$ cat config.mk
export PLATFORM = sky130hd
export DESIGN_NAME = wb_regfile
export DESIGN_NICKNAME = d
export VERILOG_FILES = /design/src/rtl/wb_regfile_pkg.sv /design/src/rtl/wb_regfile_array.sv /design/src/rtl/wb_regfile.sv
export SDC_FILE = /design/constraint.sdc
export NUM_CORES = 1
export LEC_CHECK = 0
export CORE_ASPECT_RATIO = 0.5
export CORE_MARGIN = 3
export CORE_UTILIZATION = 25
export CTS_CLUSTER_SIZE = 40
export DETAILED_ROUTE_END_ITERATION = 8
export GPL_TIMING_DRIVEN = 0
export HOLD_SLACK_MARGIN = 0.15
export PLACE_DENSITY_LB_ADDON = 0.12
export SLEW_MARGIN = 5
export SYNTH_ARGS = -nofsm -noshare
export SYNTH_HDL_FRONTEND = slang
export SYNTH_SLANG_ARGS = --single-unit
$ cat constraint.sdc
create_clock -name clk -period 8.79 [get_ports clk]
set_input_delay 1.758 -clock clk [delete_from_list [all_inputs] [get_ports clk]]
set_output_delay 1.758 -clock clk [all_outputs]
set_load 0.02 [all_outputs]
$ cat src/rtl/wb_regfile_pkg.sv
// Shared sizing constants for the write-back stage and register file.
package wb_regfile_pkg;

    localparam int DATA_W = 16;
    localparam int ADDR_W = 4;
    localparam int REG_N  = 2 ** ADDR_W;

    localparam logic [ADDR_W-1:0] REG_ZERO = '0;

endpackage

$ cat src/rtl/wb_regfile_array.sv
// Register storage: REG_N x DATA_W, one synchronous write port, two asynchronous read ports.
module regfile_array
    import wb_regfile_pkg::*;
(
    input  logic              clk,
    input  logic              rst,
    input  logic              i_we,
    input  logic [ADDR_W-1:0] i_waddr,
    input  logic [DATA_W-1:0] i_wdata,
    input  logic [ADDR_W-1:0] i_raddr_a,
    input  logic [ADDR_W-1:0] i_raddr_b,
    output logic [DATA_W-1:0] o_rdata_a,
    output logic [DATA_W-1:0] o_rdata_b
);

    logic [DATA_W-1:0] r_mem [REG_N];

    always_ff @(posedge clk or posedge rst) begin
        if (rst) begin
            for (int i = 0; i < REG_N; i++) begin
                r_mem[i] <= '0;
            end
        end else if (i_we) begin
            r_mem[i_waddr] <= i_wdata;
        end
    end

    assign o_rdata_a = r_mem[i_raddr_a];
    assign o_rdata_b = r_mem[i_raddr_b];

endmodule

$ cat src/rtl/wb_regfile.sv
// Write-back latch, R0 masking and read-port forwarding in front of the register array.
module wb_regfile
    import wb_regfile_pkg::*;
(
    input  logic              clk,
    input  logic              rst,
    input  logic              wb_en,
    input  logic [ADDR_W-1:0] wb_addr,
    input  logic [DATA_W-1:0] wb_data,
    input  logic              stall,
    input  logic [ADDR_W-1:0] rs_addr,
    input  logic [ADDR_W-1:0] rt_addr,
    output logic [DATA_W-1:0] rs_data,
    output logic [DATA_W-1:0] rt_data,
    output logic              wb_pend
);

    logic              r_pend_v_p1;
    logic [ADDR_W-1:0] r_pend_a_p1;
    logic [DATA_W-1:0] r_pend_d_p1;

    logic [DATA_W-1:0] w_arr_rs;
    logic [DATA_W-1:0] w_arr_rt;

    // Read priority: R0 is zero, then the pending write, then the array.
    function automatic logic [DATA_W-1:0] f_read(
        input logic [ADDR_W-1:0] addr,
        input logic              pend_v,
        input logic [ADDR_W-1:0] pend_a,
        input logic [DATA_W-1:0] pend_d,
        input logic [DATA_W-1:0] arr_d
    );
        if (addr == REG_ZERO) begin
            return '0;
        end else if (pend_v && (pend_a == addr)) begin
            return pend_d;
        end else begin
            return arr_d;
        end
    endfunction

    // Capture stage: the latch commits every edge it is valid, so a stalled edge
    // always leaves it empty while holding address/data.
    always_ff @(posedge clk or posedge rst) begin
        if (rst) begin
            r_pend_v_p1 <= 1'b0;
            r_pend_a_p1 <= '0;
            r_pend_d_p1 <= '0;
        end else if (!stall) begin
            r_pend_v_p1 <= wb_en && (wb_addr != REG_ZERO);
            r_pend_a_p1 <= wb_addr;
            r_pend_d_p1 <= wb_data;
        end else begin
            r_pend_v_p1 <= 1'b0;
        end
    end

    // Commit stage
    regfile_array u_array (
        .clk       (clk),
        .rst       (rst),
        .i_we      (r_pend_v_p1),
        .i_waddr   (r_pend_a_p1),
        .i_wdata   (r_pend_d_p1),
        .i_raddr_a (rs_addr),
        .i_raddr_b (rt_addr),
        .o_rdata_a (w_arr_rs),
        .o_rdata_b (w_arr_rt)
    );

    assign rs_data = f_read(rs_addr, r_pend_v_p1, r_pend_a_p1, r_pend_d_p1, w_arr_rs);
    assign rt_data = f_read(rt_addr, r_pend_v_p1, r_pend_a_p1, r_pend_d_p1, w_arr_rt);
    assign wb_pend = r_pend_v_p1;

endmodule

# Yosys cells after proc, flatten, opt, wreduce, memory -nomap -nowiden
# Index checks and enable logic that the tools add are counted.
[word_totals]
inputBits = 32
reg_bits = 277
elab_cells = 49
out_inout_bits = 33
[classes]
n_reduce_logical = 7
bitwise = 3
eq_ne = 2
mux = 14
order_cmp = 4
[ops]
columns = ["operator", "n"]
rows = [
  ["256-bit bitwise mux", 1],
  ["16-bit 2-to-1 mux", 9],
  ["16-bit binary-select mux with 4-bit select", 2],
  ["16-bit demux with 4-bit select", 1],
  ["5-bit >= comparator (second input constant)", 3],
  ["4-bit inverter with 5-bit output", 3],
  ["4-bit == test", 2],
  ["4-bit logical NOT", 2],
  ["5-bit by 1-bit < comparator with 1-bit output (second input constant)", 1],
  ["1-bit logical AND", 4],
  ["4-bit nonzero test", 1],
  ["1-bit 2-to-1 mux", 1],
]

# Logic depth before layout (Yosys ltp)
[depth]
word_depth = 6
mapped_depth = 8
mapped_depth_nobuf = 4

# Hierarchy
# From an unflattened synthesis, not the netlist that was laid out.
[hier_totals]
cells_unflattened = 1022
hier_area_um2 = 14854.2
[modules_own_cells]
columns = ["mod", "area_per_inst_um2", "seq_area_each_um2", "cells_per_inst", "instances"]
rows = [
  ["regfile_array", 13314.0, 6406.1, 849, 1],
  ["wb_regfile", 1540.2, 525.5, 173, 1],
]

# Worst setup path before layout
# Ideal clock, no wire load.
[synth_path]
kind = "input-to-output"
start = "input rt_addr[2]"
end = "output rt_data[10]"
stages = 7
arrival_time_ps = 3230
required_ps = 7032
slack_ps = 3802
n_path_buf = 3
path_cell_list = "buf_2 or3b_1 buf_2 buf_2 o22ai_1 a211oi_1 a31oi_1"
[synth_between]
elab_chain_cells = 6
word_cells_on_any_way = 9
cone_classes = "eq/ne: 1; mux: 5; bitwise: 1; reduce/logical: 2"
[synth_rtl]
columns = ["item", "line_no", "rtl"]
rows = [
  ["from (decl)", "wb_regfile.sv:12", "input logic [ADDR_W-1:0] rt_addr,"],
  ["4-bit inverter with 5-bit output (not written as such)", "wb_regfile_array.sv:29", "assign o_rdata_b = r_mem[i_raddr_b];"],
  ["16-bit binary-select mux with 4-bit select", "wb_regfile_array.sv:29", ""],
  ["16-bit 2-to-1 mux (not written as such) (2 in series)", "wb_regfile_array.sv:29", ""],
  ["16-bit 2-to-1 mux", "wb_regfile.sv:35", "end else if (pend_v && (pend_a == addr)) begin"],
  ["16-bit 2-to-1 mux (*)", "wb_regfile.sv:33", "if (addr == REG_ZERO) begin"],
  ["to (decl)", "wb_regfile.sv:14", "output logic [DATA_W-1:0] rt_data,"],
]
# Every way passes the cells marked *; elsewhere a longest branch is shown, timed or not. The select of a mux whose other input is x is not followed.

# Worst setup path in the final report
[layout_path]
start = "input rs_addr[3]"
end = "output rs_data[10]"
[layout_between]
elab_chain_cells = 6
word_cells_on_any_way = 9
cone_classes = "eq/ne: 1; mux: 5; bitwise: 1; reduce/logical: 2"
[layout_rtl]
columns = ["item", "line_no", "rtl"]
rows = [
  ["from (decl)", "wb_regfile.sv:11", "input logic [ADDR_W-1:0] rs_addr,"],
  ["4-bit inverter with 5-bit output (not written as such)", "wb_regfile_array.sv:28", "assign o_rdata_a = r_mem[i_raddr_a];"],
  ["16-bit binary-select mux with 4-bit select", "wb_regfile_array.sv:28", ""],
  ["16-bit 2-to-1 mux (not written as such) (2 in series)", "wb_regfile_array.sv:28", ""],
  ["16-bit 2-to-1 mux", "wb_regfile.sv:35", ""],
  ["16-bit 2-to-1 mux (*)", "wb_regfile.sv:33", ""],
  ["to (decl)", "wb_regfile.sv:13", "output logic [DATA_W-1:0] rs_data,"],
]
# Marks and branches as above.

==> results list <==
* Run status: completed
- Buffers placed on the I/O ports in this run total 60.
- Share of flip-flops with an asynchronous set or reset: 100%
- Synthesis produced 1,120 cells.
* Via count normalized by instance count: 5.11
- The HPWL after detailed placement is 41,000 um.
- Dividing the final minimum period by the clock period gives 83.2%.
* Std-Cell Core Area: 0.0598 sq mm
* Clock root cell: sky130_fd_sc_hd__clkbuf_16
* Insertion delay to the later sink of the worst-skew pair: 0.59 ns
- The initial utilization of the core area, before any placement, comes to 25.5%.
- Slew at the pin closest to its max-slew limit: 1.31 ns
- In this run the core area contains 63 standard-cell rows.
- Remaining max-slew budget at the tightest pin: 13.0%
* Fraction of post-synthesis cell area in the top cell type by area: 45.4%
- CTS Hold Bufs: 0
* Worst setup slack after layout: 1.48 ns
* Worst setup slack after placement: 1.55 ns
- For this design the static power due to leakage is 7.67 nW.
- Clock Sink Count: 277
- Global placer's final weighted congestion: 0.825
- The final-report hold violation count was 0.
* Post-CTS setup buffer count: 0
- Area contributors post-synth: sky130_fd_sc_hd__dfrtp_1, sky130_fd_sc_hd__mux2_2, sky130_fd_sc_hd__mux4_2, sky130_fd_sc_hd__mux2i_1, sky130_fd_sc_hd__mux2_4
- The critical path is of the primary input to output pin type.
- Fill cell instance count of the final layout: 5,997
- For this design the top-level I/O count stands at 65.
* Routed wire length: 54,700 um
- Leaving out filler cells and counting taps, the final layout contains 2,057.
- Yosys printed 0 warnings.
* Total track usage: 16.9%
* Area added between synthesis and finish: 18.3%
- CTS built an H-tree with a depth of 1.
- 0 antenna diodes ended up in the layout.
- Die Y: 181 um
* Resize count post-CTS: 0
* Achievable frequency: 137 MHz
- Grt total ovfl: 0
* Clock Tree Buf Depth: 3
- A synthesized cell averages 13.6 sq um.
* Setup repair after global routing missed its margin: false
* Ratio of total power to cell area: 250 mW/mm^2
- The worst setup path is launched from a primary input.
- For the worst setup path, the data required time is 7.03 ns.
- For the final database, setup skew stands at 0.0150 ns.
* Register clock-pin slew on the reported worst setup and hold paths: 0.06 ns
- The number of antenna violations at the first check in global routing came to 2.
* Setup TNS: 0 ns
* Fraction of the yosys area taken by sequential cells: 45.4%
* Die Wd: 356 um
* Fraction of layout cells with a size suffix above 1: 38.3%
- At the worst endpoint, the arrival time is 5.55 ns.
- The tool flagged a number of max-cap violations equal to 0.
* Cell type contributing the most total cell area after synthesis: sky130_fd_sc_hd__dfrtp_1
* Die outline area: 0.0643 sq mm
- For this block, the initial DRC count from the detailed router was 677.
* Synthesized netlist net count: 1,152
- Highest net fanout along the worst path: 10
- Worst-case vdd ir drop: 0.000155 V
- The detail route stage leaves a number of antenna-violating nets equal to 0.
* Number of nets in the layout: 1,253
- The tightest min-delay check is of the flip-flop to flip-flop type.
- In this run, distinct cell masters in the synthesized netlist total 38.
* Most used DFF post-synth: sky130_fd_sc_hd__dfrtp_1
- Setup violations remaining at the end of the flow were counted as 0.
* Vias in the first global route: 11,300
- The max-slew violation total from the final report came to 0.
- FF+latch count, synth: 277
- Number of vias after detailed routing: 10,500
* Placed insts: 2,001
- Global-route wire length before repair: 79,600 um
* CTS buffer count: 30
- Cell Area, Synth: 0.0153 sq mm
- Subtracting the final worst setup slack from the clock period gives 7.31 ns.
- Number of design rule violations left after detail routing: 0
* Count of flip-flops with a built-in enable after synthesis: 0
* Routed wire length per instance: 26.6 um
- The first detailed-routing pass took 5 iterations.
- Clock tree from TritonCTS: built
* Sort of element at the end of the critical path: output pin
- Maximum number of pins on one net before global-route repair: 40
## critical path, cell delays in order
cell	delay [ns]
sky130_fd_sc_hd__clkdlybuf4s50_1	0.55
sky130_fd_sc_hd__buf_2	0.35
sky130_fd_sc_hd__nand3b_1	0.62
sky130_fd_sc_hd__clkbuf_1	0.80
sky130_fd_sc_hd__o22ai_1	0.15
sky130_fd_sc_hd__a211oi_1	0.52
sky130_fd_sc_hd__a31oi_1	0.21
sky130_fd_sc_hd__clkdlybuf4s50_1	0.58
## sequential cells by signal (all words and copies together), names as in the netlist
name           count
wb_pend            1
r_pend_d_p1       16
r_pend_a_p1        4
u_array.r_mem    256
## power by group
part | internal (mW) | switching [mW]
logic | 0.718 | 0.578
registers | 1.66 | 0.281
clock network | 0.744 | 0.550
## through the flow
| step | utilization [%] | cell area, sq um | total power [mW] | hold slack [ns] |
|---|---|---|---|---|
| 5_1_grt | 30.2 | 18100 | 4.76 | 0.541 |
| 4_1_cts | 30.2 | 18100 | 4.57 | 0.520 |
| 3_3_place_gp | 28.2 | 16900 | 3.20 | 0.498 |
| 2_1_floorplan | - | 15300 | 2.79 | 0.480 |
| 6_report | 30.2 | 18100 | 4.53 | 0.519 |
| 3_5_place_dp | 28.5 | 17100 | 3.26 | 0.506 |
## cell usage in the layout (no fill, tap or decap), types with 30 or more instances in the layout
master / synthesis / final
sky130_fd_sc_hd__clkdlybuf4s50_1: 0 / 60
sky130_fd_sc_hd__a211oi_1: 32 / 32
sky130_fd_sc_hd__nand3_1: 31 / 31
sky130_fd_sc_hd__o22ai_1: 64 / 64
sky130_fd_sc_hd__clkbuf_16: 0 / 31
sky130_fd_sc_hd__a31oi_1: 30 / 30
sky130_fd_sc_hd__mux4_2: 64 / 64
sky130_fd_sc_hd__o31ai_1: 32 / 32
sky130_fd_sc_hd__buf_2: 33 / 33
sky130_fd_sc_hd__mux2_2: 240 / 240
sky130_fd_sc_hd__clkbuf_1: 35 / 43
sky130_fd_sc_hd__mux2i_1: 128 / 128
sky130_fd_sc_hd__mux2_4: 30 / 30
sky130_fd_sc_hd__dfrtp_1: 277 / 277
## routing by layer
metal	up-vias	share of wire [%]	track usage, %
li1	4507	-	-
met3	65	4.1	2.74
met5	-	0	0
met2	238	47	27.8
met4	0	2.7	4.68
met1	5710	46	23.1
## synth_stat cells, drive strengths merged, types with 3 or more instances
| library cell | n |
|---|---|
| mux2 | 278 |
| dfrtp | 277 |
| mux2i | 128 |
| buf | 89 |
| mux4 | 64 |
| o22ai | 64 |
| clkbuf | 36 |
| nand3 | 35 |
| a211oi | 32 |
| o31ai | 32 |
| a31oi | 30 |
| nand2 | 8 |
| xnor2 | 8 |
| nor2 | 7 |
| or2 | 5 |
| or3 | 5 |
| nor3 | 4 |
| or3b | 4 |
| nand2b | 3 |
| nor2b | 3 |
## layout make-up
| cell class | instances | area, sq um | area share [%] |
|---|---|---|---|
| clock inverter | 5 | 25.0 | 0.138 |
| timing repair buffer | 69 | 781 | 4.32 |
| inverter | 1 | 7.51 | 0.0415 |
| sequential | 277 | 6930 | 38.4 |
| buffer | 125 | 716 | 3.96 |
| multi-input combinational | 717 | 7620 | 42.2 |
| clock buffer | 51 | 971 | 5.37 |
| tap | 812 | 1020 | 5.62 |
## final timing paths
path | start | end | slack (ns) | depth (start not counted)
min in group asynchronous | rst | r_pend_d_p1[13]$_DFFE_PP0N_ | 1.48 | 2
setup / recovery | rs_addr[3] | rs_data[10] | 1.48 | 8
hold / removal | u_array.r_mem[192]$_DFFE_PP0P_ | u_array.r_mem[192]$_DFFE_PP0P_ | 0.52 | 1
max in group asynchronous | rst | u_array.r_mem[211]$_DFFE_PP0P_ | 6.12 | 6
setup reg to reg | wb_pend$_DFF_PP0_ | u_array.r_mem[56]$_DFFE_PP0P_ | 6.44 | 5
hold reg to reg | u_array.r_mem[192]$_DFFE_PP0P_ | u_array.r_mem[192]$_DFFE_PP0P_ | 0.52 | 1
## kinds of logic (layout without fill, tap and decap cells)
kind of cell	after synthesis	in the layout	share of synthesized area, %
buffers and inverters	126	251	4.71
AND/OR/NAND/NOR	79	79	3.34
multiplexers	470	470	39.1
XOR/XNOR	8	8	0.459
AO/OA/AOI/OAI	160	160	7.06
flip-flops	277	277	45.4
No activity file was read; power rests on OpenSTA's default activity.
